[config.mk]
export PLATFORM = sky130hd
export DESIGN_NAME = instruction_sequencer_flat
export DESIGN_NICKNAME = d
export VERILOG_FILES = /design/src/rtl/ucisc_pkg.sv /design/src/rtl/instruction_sequencer_if.sv /design/src/rtl/condition_check.sv /design/src/rtl/instruction_sequencer.sv /design/src/flat_wrapper.sv
export SDC_FILE = /design/constraint.sdc
export NUM_CORES = 1
export LEC_CHECK = 0
export CAP_MARGIN = 20
export CORE_ASPECT_RATIO = 1.4
export CORE_UTILIZATION = 44
export DETAILED_ROUTE_END_ITERATION = 8
export GPL_ROUTABILITY_DRIVEN = 0
export PLACE_DENSITY = 0.83
export SLEW_MARGIN = 20
export SYNTH_ARGS = -nofsm -noshare
export SYNTH_HDL_FRONTEND = slang
export SYNTH_HIERARCHICAL = 1
export SYNTH_SLANG_ARGS = --single-unit
[constraint.sdc]
create_clock -name clock -period 3.9 [get_ports clock]
set_clock_uncertainty 0.2 [all_clocks]
set_input_delay 0.975 -clock clock [delete_from_list [all_inputs] [get_ports clock]]
set_output_delay 0.975 -clock clock [all_outputs]
set_load 0.05 [all_outputs]
[src/rtl/ucisc_pkg.sv]
// Shared definitions for the instruction sequencer: state encoding, step codes,
// instruction field positions and condition codes.
package ucisc_pkg;

    typedef enum logic [2:0] {
        ST_FETCH     = 3'd0,
        ST_DECODE    = 3'd1,
        ST_EXECUTE   = 3'd2,
        ST_WRITEBACK = 3'd3,
        ST_HALT      = 3'd4
    } state_t;

    localparam logic [1:0] STEP_FETCH     = 2'd0;
    localparam logic [1:0] STEP_DECODE    = 2'd1;
    localparam logic [1:0] STEP_EXECUTE   = 2'd2;
    localparam logic [1:0] STEP_WRITEBACK = 2'd3;

    // Instruction word layout
    localparam int SRC_LO    = 0;
    localparam int SRC_HI    = 3;
    localparam int DST_LO    = 4;
    localparam int DST_HI    = 7;
    localparam int ALU_LO    = 8;
    localparam int ALU_HI    = 11;
    localparam int STACK_BIT = 12;
    localparam int FLAGS_BIT = 13;
    localparam int COND_LO   = 14;
    localparam int COND_HI   = 15;

    localparam int FLAG_ZERO_BIT = 0;
    localparam int FLAG_NEG_BIT  = 1;

    localparam logic [1:0] COND_ALWAYS   = 2'b00;
    localparam logic [1:0] COND_ZERO     = 2'b01;
    localparam logic [1:0] COND_NOT_ZERO = 2'b10;
    localparam logic [1:0] COND_NEG      = 2'b11;

    localparam logic [15:0] HALT_WORD = 16'h0000;
    localparam logic [3:0]  PC_REG    = 4'd0;

endpackage

[src/rtl/instruction_sequencer_if.sv]
// Bundle of the sequencer's memory handshake, status inputs and register-block
// controls. master = sequencer side, slave = memory/register-block side.
interface instruction_sequencer_if;
    logic [15:0] instr;
    logic        instr_valid;
    logic        instr_ready;
    logic [15:0] flags;
    logic        mem_wait;
    logic [1:0]  step;
    logic [3:0]  desired_source;
    logic [3:0]  desired_destination;
    logic [3:0]  alu_op;
    logic        write_enable;
    logic        write_flags;
    logic        push;
    logic        pop;
    logic        inc_enable;
    logic        halted;

    modport master (
        input  instr, instr_valid, flags, mem_wait,
        output instr_ready, step, desired_source, desired_destination, alu_op,
               write_enable, write_flags, push, pop, inc_enable, halted
    );

    modport slave (
        output instr, instr_valid, flags, mem_wait,
        input  instr_ready, step, desired_source, desired_destination, alu_op,
               write_enable, write_flags, push, pop, inc_enable, halted
    );
endinterface

[src/rtl/condition_check.sv]
// Combinational evaluation of an instruction's 2-bit condition against the
// zero/negative flags.
module condition_check
    import ucisc_pkg::*;
(
    input  logic [1:0] cond,
    input  logic [1:0] flags,
    output logic       pass
);

    // Condition code decode
    always_comb begin
        pass = 1'b0;
        case (cond)
            COND_ALWAYS:   pass = 1'b1;
            COND_ZERO:     pass = flags[FLAG_ZERO_BIT];
            COND_NOT_ZERO: pass = ~flags[FLAG_ZERO_BIT];
            COND_NEG:      pass = flags[FLAG_NEG_BIT];
            default:       pass = 1'b0;
        endcase
    end

endmodule

[src/rtl/instruction_sequencer.sv]
// Four-step FETCH/DECODE/EXECUTE/WRITEBACK sequencer with conditional execution,
// stack strobes, data-memory wait and a terminal HALT on instruction 0x0000.
module instruction_sequencer
    import ucisc_pkg::*;
(
    input  logic                    clock,
    input  logic                    reset,
    instruction_sequencer_if.master bus
);

    state_t      state_r;
    logic [15:0] instr_r;
    logic [1:0]  step_r;
    logic        execute_ok_r;
    logic        instr_ready_r;
    logic        halted_r;
    logic        write_enable_r;
    logic        write_flags_r;
    logic        push_r;
    logic        inc_enable_r;
    logic        pass_s;
    logic        pop_s;
    logic        unused_flags_s;

    condition_check u_condition_check (
        .cond  (instr_r[COND_HI:COND_LO]),
        .flags (bus.flags[FLAG_NEG_BIT:FLAG_ZERO_BIT]),
        .pass  (pass_s)
    );

    // Pop follows the live condition so the stack is read during DECODE itself
    always_comb begin
        pop_s = 1'b0;
        if (state_r == ST_DECODE) begin
            pop_s = instr_r[STACK_BIT] & pass_s;
        end else begin
            pop_s = 1'b0;
        end
    end

    // Sequencer state machine; write-phase strobes default low every cycle
    always_ff @(posedge clock or negedge reset) begin
        if (!reset) begin
            state_r        <= ST_FETCH;
            instr_r        <= 16'h0000;
            step_r         <= STEP_FETCH;
            execute_ok_r   <= 1'b0;
            instr_ready_r  <= 1'b0;
            halted_r       <= 1'b0;
            write_enable_r <= 1'b0;
            write_flags_r  <= 1'b0;
            push_r         <= 1'b0;
            inc_enable_r   <= 1'b0;
        end else begin
            write_enable_r <= 1'b0;
            write_flags_r  <= 1'b0;
            push_r         <= 1'b0;
            inc_enable_r   <= 1'b0;
            case (state_r)
                ST_FETCH: begin
                    if (bus.instr_valid && instr_ready_r) begin
                        instr_r       <= bus.instr;
                        state_r       <= ST_DECODE;
                        step_r        <= STEP_DECODE;
                        instr_ready_r <= 1'b0;
                    end else begin
                        instr_ready_r <= 1'b1;
                    end
                end
                ST_DECODE: begin
                    execute_ok_r <= pass_s;
                    state_r      <= ST_EXECUTE;
                    step_r       <= STEP_EXECUTE;
                end
                ST_EXECUTE: begin
                    if (!bus.mem_wait) begin
                        state_r        <= ST_WRITEBACK;
                        step_r         <= STEP_WRITEBACK;
                        write_enable_r <= execute_ok_r;
                        write_flags_r  <= execute_ok_r & instr_r[FLAGS_BIT];
                        push_r         <= execute_ok_r & instr_r[STACK_BIT];
                        // A taken write to the PC replaces the increment
                        inc_enable_r   <= ~(execute_ok_r && (instr_r[DST_HI:DST_LO] == PC_REG));
                    end else begin
                        state_r <= ST_EXECUTE;
                    end
                end
                ST_WRITEBACK: begin
                    if (instr_r == HALT_WORD) begin
                        state_r  <= ST_HALT;
                        step_r   <= STEP_WRITEBACK;
                        halted_r <= 1'b1;
                    end else begin
                        state_r       <= ST_FETCH;
                        step_r        <= STEP_FETCH;
                        instr_ready_r <= 1'b1;
                    end
                end
                ST_HALT: begin
                    step_r        <= STEP_WRITEBACK;
                    halted_r      <= 1'b1;
                    instr_ready_r <= 1'b0;
                end
                default: begin
                    state_r       <= ST_FETCH;
                    step_r        <= STEP_FETCH;
                    instr_ready_r <= 1'b0;
                    halted_r      <= 1'b0;
                end
            endcase
        end
    end

    assign unused_flags_s          = ^bus.flags[15:2];
    assign bus.instr_ready         = instr_ready_r;
    assign bus.step                = step_r;
    assign bus.desired_source      = instr_r[SRC_HI:SRC_LO];
    assign bus.desired_destination = instr_r[DST_HI:DST_LO];
    assign bus.alu_op              = instr_r[ALU_HI:ALU_LO];
    assign bus.write_enable        = write_enable_r;
    assign bus.write_flags         = write_flags_r;
    assign bus.push                = push_r;
    assign bus.pop                 = pop_s;
    assign bus.inc_enable          = inc_enable_r;
    assign bus.halted              = halted_r;

endmodule
[src/flat_wrapper.sv]
// flat-port wrapper written by rule: the top's interface ports become plain ports
module instruction_sequencer_flat import ucisc_pkg::*;
  (clock, reset, bus_instr, bus_instr_valid, bus_flags, bus_mem_wait, bus_instr_ready, bus_step, bus_desired_source, bus_desired_destination, bus_alu_op, bus_write_enable, bus_write_flags, bus_push, bus_pop, bus_inc_enable, bus_halted);
  instruction_sequencer_if bus_i ();
  input  logic clock;
  input  logic reset;
  input wire logic [$bits(bus_i.instr)-1:0] bus_instr;
  input wire logic [$bits(bus_i.instr_valid)-1:0] bus_instr_valid;
  input wire logic [$bits(bus_i.flags)-1:0] bus_flags;
  input wire logic [$bits(bus_i.mem_wait)-1:0] bus_mem_wait;
  output wire logic [$bits(bus_i.instr_ready)-1:0] bus_instr_ready;
  output wire logic [$bits(bus_i.step)-1:0] bus_step;
  output wire logic [$bits(bus_i.desired_source)-1:0] bus_desired_source;
  output wire logic [$bits(bus_i.desired_destination)-1:0] bus_desired_destination;
  output wire logic [$bits(bus_i.alu_op)-1:0] bus_alu_op;
  output wire logic [$bits(bus_i.write_enable)-1:0] bus_write_enable;
  output wire logic [$bits(bus_i.write_flags)-1:0] bus_write_flags;
  output wire logic [$bits(bus_i.push)-1:0] bus_push;
  output wire logic [$bits(bus_i.pop)-1:0] bus_pop;
  output wire logic [$bits(bus_i.inc_enable)-1:0] bus_inc_enable;
  output wire logic [$bits(bus_i.halted)-1:0] bus_halted;
  assign bus_i.instr = bus_instr;
  assign bus_i.instr_valid = bus_instr_valid;
  assign bus_i.flags = bus_flags;
  assign bus_i.mem_wait = bus_mem_wait;
  assign bus_instr_ready = bus_i.instr_ready;
  assign bus_step = bus_i.step;
  assign bus_desired_source = bus_i.desired_source;
  assign bus_desired_destination = bus_i.desired_destination;
  assign bus_alu_op = bus_i.alu_op;
  assign bus_write_enable = bus_i.write_enable;
  assign bus_write_flags = bus_i.write_flags;
  assign bus_push = bus_i.push;
  assign bus_pop = bus_i.pop;
  assign bus_inc_enable = bus_i.inc_enable;
  assign bus_halted = bus_i.halted;
  instruction_sequencer u_core (.clock(clock), .reset(reset), .bus(bus_i));
endmodule
==> results.md, run 1 <==
* Final ANT Viol Nets at 0
* Post-Syn Area at 1296 µm²
* Commonest non-fill, non-tap cells in the layout: clkdlybuf4s50_1 (41), dfrtp_1 (28), mux2_2 (18)
* CP Class: in2out
* Hold Crit Start: u_core/execute_ok_r
* GR Overflow Total at 0
* Top-area cell type share of the netlist area at 54.05%
* CP max FO at 2
* Starting density of the core at 48.05%
* Largest net degree at the start of global routing at 29
* Htree depth at 1
* Post-layout util at 63.50%
* IO Port Bufs at 42
* First-pass GRT wire length at 4002 µm
* Final Hold Vio Count at 0
* PD cells at 914.3 nW/µm²
* Mapped Cells at 109
* Final Max Tran Viols at 0
* Crit start category: primary input
* Cts bufs inserted at 3
* P&R area growth vs syn at 32.14%
* Num rows at 22
* Routed vias/inst at 5.249
* CP startpoint: bus_flags[0]
* Pleak at 0.7072 nW
* Vias at 929
* DIE AREA at 3170 µm²
* GRT Util Overall at 17.82%
* Worst Tran Pin Value at 0.6479 ns
* PnR worst setup slack at 0.7272 ns
* Routed WL at 2467 µm
* Routed len/inst at 13.94 µm
* Fin crit share at 81.35%
* WP data arrival at 2.00 ns
* Tmin final at 3.173 ns
* Number of setup buffers added after CTS at 0
* Maximum root-to-sink buffer count at 2
* Seq/Total Area, Yosys at 54.05%
* Worst-path clk slew at 0.14 ns
* Clk root buf: clkbuf_4
* Ant diodes at 0
* Clock sink count at 28
* Vias in the first global route at 904
* Hold crit path type: reg2reg
* Hold Crit Depth at 1
* Core box area at 2698 µm²
* Final setup fails at 0
* Drt first pass iters at 4
* Initial DRC Count at 20
* Drt drc at 0
* Die Width at 47.87 µm
* Synthesis-stage register bit count at 28
* R2R Setup Slk at 1.73 ns
* Most common cell after layout, fill and taps aside: clkdlybuf4s50_1
* Fillers at 233
* Layout cell share with drive strength beyond 1 at 19.15%
* R2r worst-path depth at 3
* Max cap viols at 0
* Netlist cell types at 28
* Post-CTS sizing at 0
* Die H at 66.22 µm
* VDD IR max at 0.0005147 V
* TritonCTS clock tree: done
* Dpl ws at 0.7269 ns
* I/O pins at 57
* Avg Cell Area, Syn at 11.89 µm²
* Slew Limit Headroom at 56.48%
* Status: completed
* Hold Crit Endpoint: u_core/bus.inc_enable
* Setup TNS at 0 ns
* DP Wirelength at 1947 µm
* Yosys Warn Count at 6
* Fmax at 0.3152 GHz
* Dominant cells by area after synthesis: dfrtp_1 (54%), mux2_2 (16%), buf_4 (6.9%)
* NumNets Final at 178
* RSZ-0062 raised after global routing: no
* Cell taking the most area after synthesis: dfrtp_1
* FF-to-FF Start: u_core/state_r[1]
* Hold_buf cts at 0
* CP required at 2.72 ns
* Initial antenna violation count at 0
* R2R Path End: u_core/instr_r[3]
* CP endpoint kind: output pin
* Worst skew pair latency at 0.32 ns
* Syn nets at 145
flip-flops by register name, summed over array words and instances, names as in the netlist:
signal,cells
u_core/instr_r,16
u_core/execute_ok_r,1
u_core/bus.inc_enable,1
u_core/bus.write_flags,1
u_core/bus.push,1
u_core/bus.write_enable,1
u_core/state_r,3
u_core/bus.halted,1
u_core/bus.step,2
u_core/bus.instr_ready,1
routing by layer:
metal	wire [µm]	global-route usage, %	part of all wire (%)	vias up
met3	126	2.459	5.1	2
met2	1367	29.73	55	28
met5	0	0	0	-
met4	6	6.250	0.24	0
met1	966	22.55	39	457
li1	-	-	-	442
cells by family after synthesis:
logic type | Yosys count | synth area share (%)
compound gates | 13 | 6.661
xor+xnor | 1 | 0.6758
buf+inv | 16 | 8.784
flops | 28 | 54.05
mux | 18 | 15.64
simple gates | 33 | 14.19
power breakdown:
part | switching (W) | internal, W | total, W
registers | 0.000134 | 0.000419 | 0.000553
clock network | 0.0000804 | 0.000104 | 0.000184
logic | 0.000490 | 0.000339 | 0.000829
critical path, stage by stage:
cell and delay [ns]:
clkdlybuf4s50_1 0.50, nand2b_1 0.08, o211ai_2 0.08, nand2_1 0.07, nor2_1 0.09, buf_4 0.20
through the flow:
stage          hold WS [ns]  instances  total power, W  area, µm²
4_1_cts              0.3281        177        0.001580       1713
3_5_place_dp         0.3126        173        0.001396       1660
3_3_place_gp         0.2864        173        0.001365       1660
5_1_grt              0.3542        177        0.001655       1713
6_report             0.3244        177        0.001566       1713
2_1_floorplan        0.2667        109        0.001212       1296
Yosys cell counts (all sizes together):
master and count:
a21boi 1, o211ai 1, nand3 4, a21o 1, a31oi 2, nor3b 1
buf 14, o21ai 4, nand2b 2, a221oi 1, a21oi 2, and3 2
nor2b 1, nor2 6, clkbuf 2, o21bai 1, nand2 8, dfrtp 28
nor4 5, and4 1, xnor2 1, nand4 1, mux2 18, and2 1
nor3 1
worst max-delay path by stage:
| stage | slack, ns | cells after the start | endpoint |
|---|---|---|---|
| after floorplan | 0.88 | 4 | bus_pop |
| after global placement | 0.75 | 6 | bus_pop |
| after detailed placement | 0.73 | 6 | bus_pop |
| after CTS | 0.73 | 6 | bus_pop |
| after global routing | 0.63 | 6 | bus_pop |
| final | 0.73 | 6 | bus_pop |
cell type report:
| cell class | instances | area [µm²] | share of cell area [%] |
|---|---|---|---|
| Sequential cell | 28 | 700.7 | 40.91 |
| Multi-Input combinational cell | 65 | 481.7 | 28.12 |
| Clock inverter | 1 | 30.03 | 1.753 |
| Timing Repair Buffer | 44 | 432.9 | 25.27 |
| Tap cell | 36 | 45.04 | 2.630 |
| Clock buffer | 3 | 22.52 | 1.315 |
Note: power is estimated with default switching activity, not from simulation.
==> inputs of run 2 (changes only) <==
- CORE_UTILIZATION: 44 -> 37
- PLACE_DENSITY: 0.83 -> 0.75
- clock period: 3.9 -> 2.75 ns (I/O delays scaled with it)
==> run 2 against run 1 <==
Against the previous run:
- sequential power grew 37%
- sequential cell count unchanged
- clock power increased by 74%
- critical endpoint unchanged
- largest power group unchanged
==> results.md, run 2 (synthesized netlist as in run 1, its figures left out) <==
* Post-Layout Cell Count at 182 (+2.8%)
* PD cells at 1310 nW/µm² (+43%)
* I/O pins at 57 (unchanged)
* Most common cell after layout, fill and taps aside: clkdlybuf4s50_1
* Fin crit share at 96.82%
* Setup TNS at 0 ns (unchanged)
* Routed WL at 2559 µm (+3.7%)
* P&R area growth vs syn at 35.52%
* Clock sink count at 28 (unchanged)
* Vias in the first global route at 983 (+8.7%)
* Max cap viols at 0 (unchanged)
* Worst-path clk slew at 0.09 ns (-0.05 ns)
* Slew Limit Headroom at 57.72% (+1.2 points)
* CP Class: in2out
* Initial DRC Count at 16 (-20%)
* Final ANT Viol Nets at 0 (unchanged)
* RSZ-0062 raised after global routing: no
* R2R Setup Slk at 0.81 ns (-0.92 ns)
* Starting density of the core at 38.73% (-9.3 points)
* Worst skew pair latency at 0.28 ns (-0.04 ns)
* Clk root buf: clkbuf_8
* Drt drc at 0 (unchanged)
* Tmin final at 2.663 ns
* Worst Tran Pin Value at 0.6285 ns (-0.01942 ns)
* NumNets Final at 179 (+0.56%)
* Status: completed
* Ant diodes at 0 (unchanged)
* CP required at 1.86 ns (-0.86 ns)
* Die H at 72.03 µm (+8.8%)
* DIE AREA at 3747 µm² (+18%)
* Cts bufs inserted at 3 (unchanged)
* DP Wirelength at 1967 µm (+1.0%)
* Post-layout util at 52.49% (-11 points)
* WP data arrival at 1.78 ns (-0.22 ns)
* Die Width at 52.03 µm (+8.7%)
* Fmax at 0.3756 GHz
* CP endpoint kind: output pin
* Placed Cells at 178 (+2.9%)
* Layout cell share with drive strength beyond 1 at 19.72% (+0.57 points)
* First-pass GRT wire length at 4264 µm (+6.5%)
* Reg with most FFs: u_core/instr_r
* Crit start category: primary input
* Final Max Tran Viols at 0 (unchanged)
* Largest net degree at the start of global routing at 29 (unchanged)
* Hold Crit Depth at 1 (unchanged)
* Num rows at 25 (+14%)
* Htree depth at 1 (unchanged)
* Drt first pass iters at 4 (unchanged)
* Hold crit path type: reg2reg
* Hold_buf cts at 0 (unchanged)
* Maximum root-to-sink buffer count at 2 (unchanged)
* Busiest metal layer after global routing: met2
* GR Util met1 at 16.55% (-6.0 points)
* Core box area at 3347 µm² (+24%)
* Pleak at 0.7228 nW (+2.2%)
* Routed vias/inst at 5.181 (-1.3%)
* Commonest non-fill, non-tap cells in the layout: clkdlybuf4s50_1 (41), dfrtp_1 (28), mux2_2 (18)
* Post-CTS sizing at 0 (unchanged)
* Initial antenna violation count at 0 (unchanged)
* VDD IR max at 0.0008142 V (+58%)
* IO Port Bufs at 42 (unchanged)
* TritonCTS clock tree: done
* GR Util met3 at 3.564% (+1.1 points)
* Met2 Resource Use GR at 27.21% (-2.5 points)
* Routed len/inst at 14.06 µm (+0.88%)
* Final setup fails at 0 (unchanged)
* Vias at 943 (+1.5%)
* GRT Util Overall at 15.50% (-2.3 points)
* Max reg flops at 16 (unchanged)
* GR Overflow Total at 0 (unchanged)
* Number of setup buffers added after CTS at 0 (unchanged)
* CP max FO at 2 (unchanged)
* R2r worst-path depth at 3 (unchanged)
* Final Hold Vio Count at 0 (unchanged)
## run 2: cell types whose count changed in the layout (fill, tap and decap cells not counted), sizes merged
cell and change:
buf +1
## run 2: per-layer routing
layer | part of all wire (%) | vias up | wire length (µm)
met5 | 0 | - | 0
met4 | 2.1 | 0 | 53
met3 | 5.5 | 4 | 140
met2 | 55 | 32 | 1420
met1 | 37 | 466 | 945
li1 | - | 441 | -
## run 2: path summary, 6_finish.rpt
path                                          start                    end
min in group asynchronous                     reset      u_core/instr_r[6]
worst max-delay path                   bus_flags[0]                bus_pop
worst max register to register    u_core/instr_r[5]     u_core/bus.step[0]
max in group asynchronous                     reset      u_core/bus.halted
worst min-delay path            u_core/execute_ok_r  u_core/bus.inc_enable
worst min register to register  u_core/execute_ok_r  u_core/bus.inc_enable
## run 2: layout make-up
cell class | instances | area (µm²)
Tap cell | 40 | 50.05
Fill cell | 302 | 1590
Multi-Input combinational cell | 65 | 481.7
Sequential cell | 28 | 700.7
Clock inverter | 1 | 30.03
Timing Repair Buffer | 45 | 452.9
Clock buffer | 3 | 41.29
## run 2: power breakdown
part | internal, W | leakage, nW | switching [W] | total (W)
Clock | 0.000195 | 0.0357 | 0.000126 | 0.000321
Sequential | 0.000595 | 0.342 | 0.000160 | 0.000756
Combinational | 0.000496 | 0.345 | 0.000730 | 0.00123
## run 2: worst max-delay path: stages
cell	delay, ns
clkdlybuf4s50_1	0.49
nand2b_1	0.08
o211ai_2	0.07
nand2_1	0.07
nor2_1	0.20
buf_12	0.17
## run 2: stage by stage
step           power, W  setup WS (ns)  cell area (µm²)  hold slack (ns)
3_5_place_dp   0.001998        0.08104             1685           0.3231
3_3_place_gp   0.001957         0.1011             1685           0.3029
2_1_floorplan  0.001719         0.3092             1296           0.1919
5_1_grt        0.002419        0.02422             1757           0.3635
6_report       0.002302        0.08738             1757           0.3343
4_1_cts        0.002324        0.07309             1757           0.3443
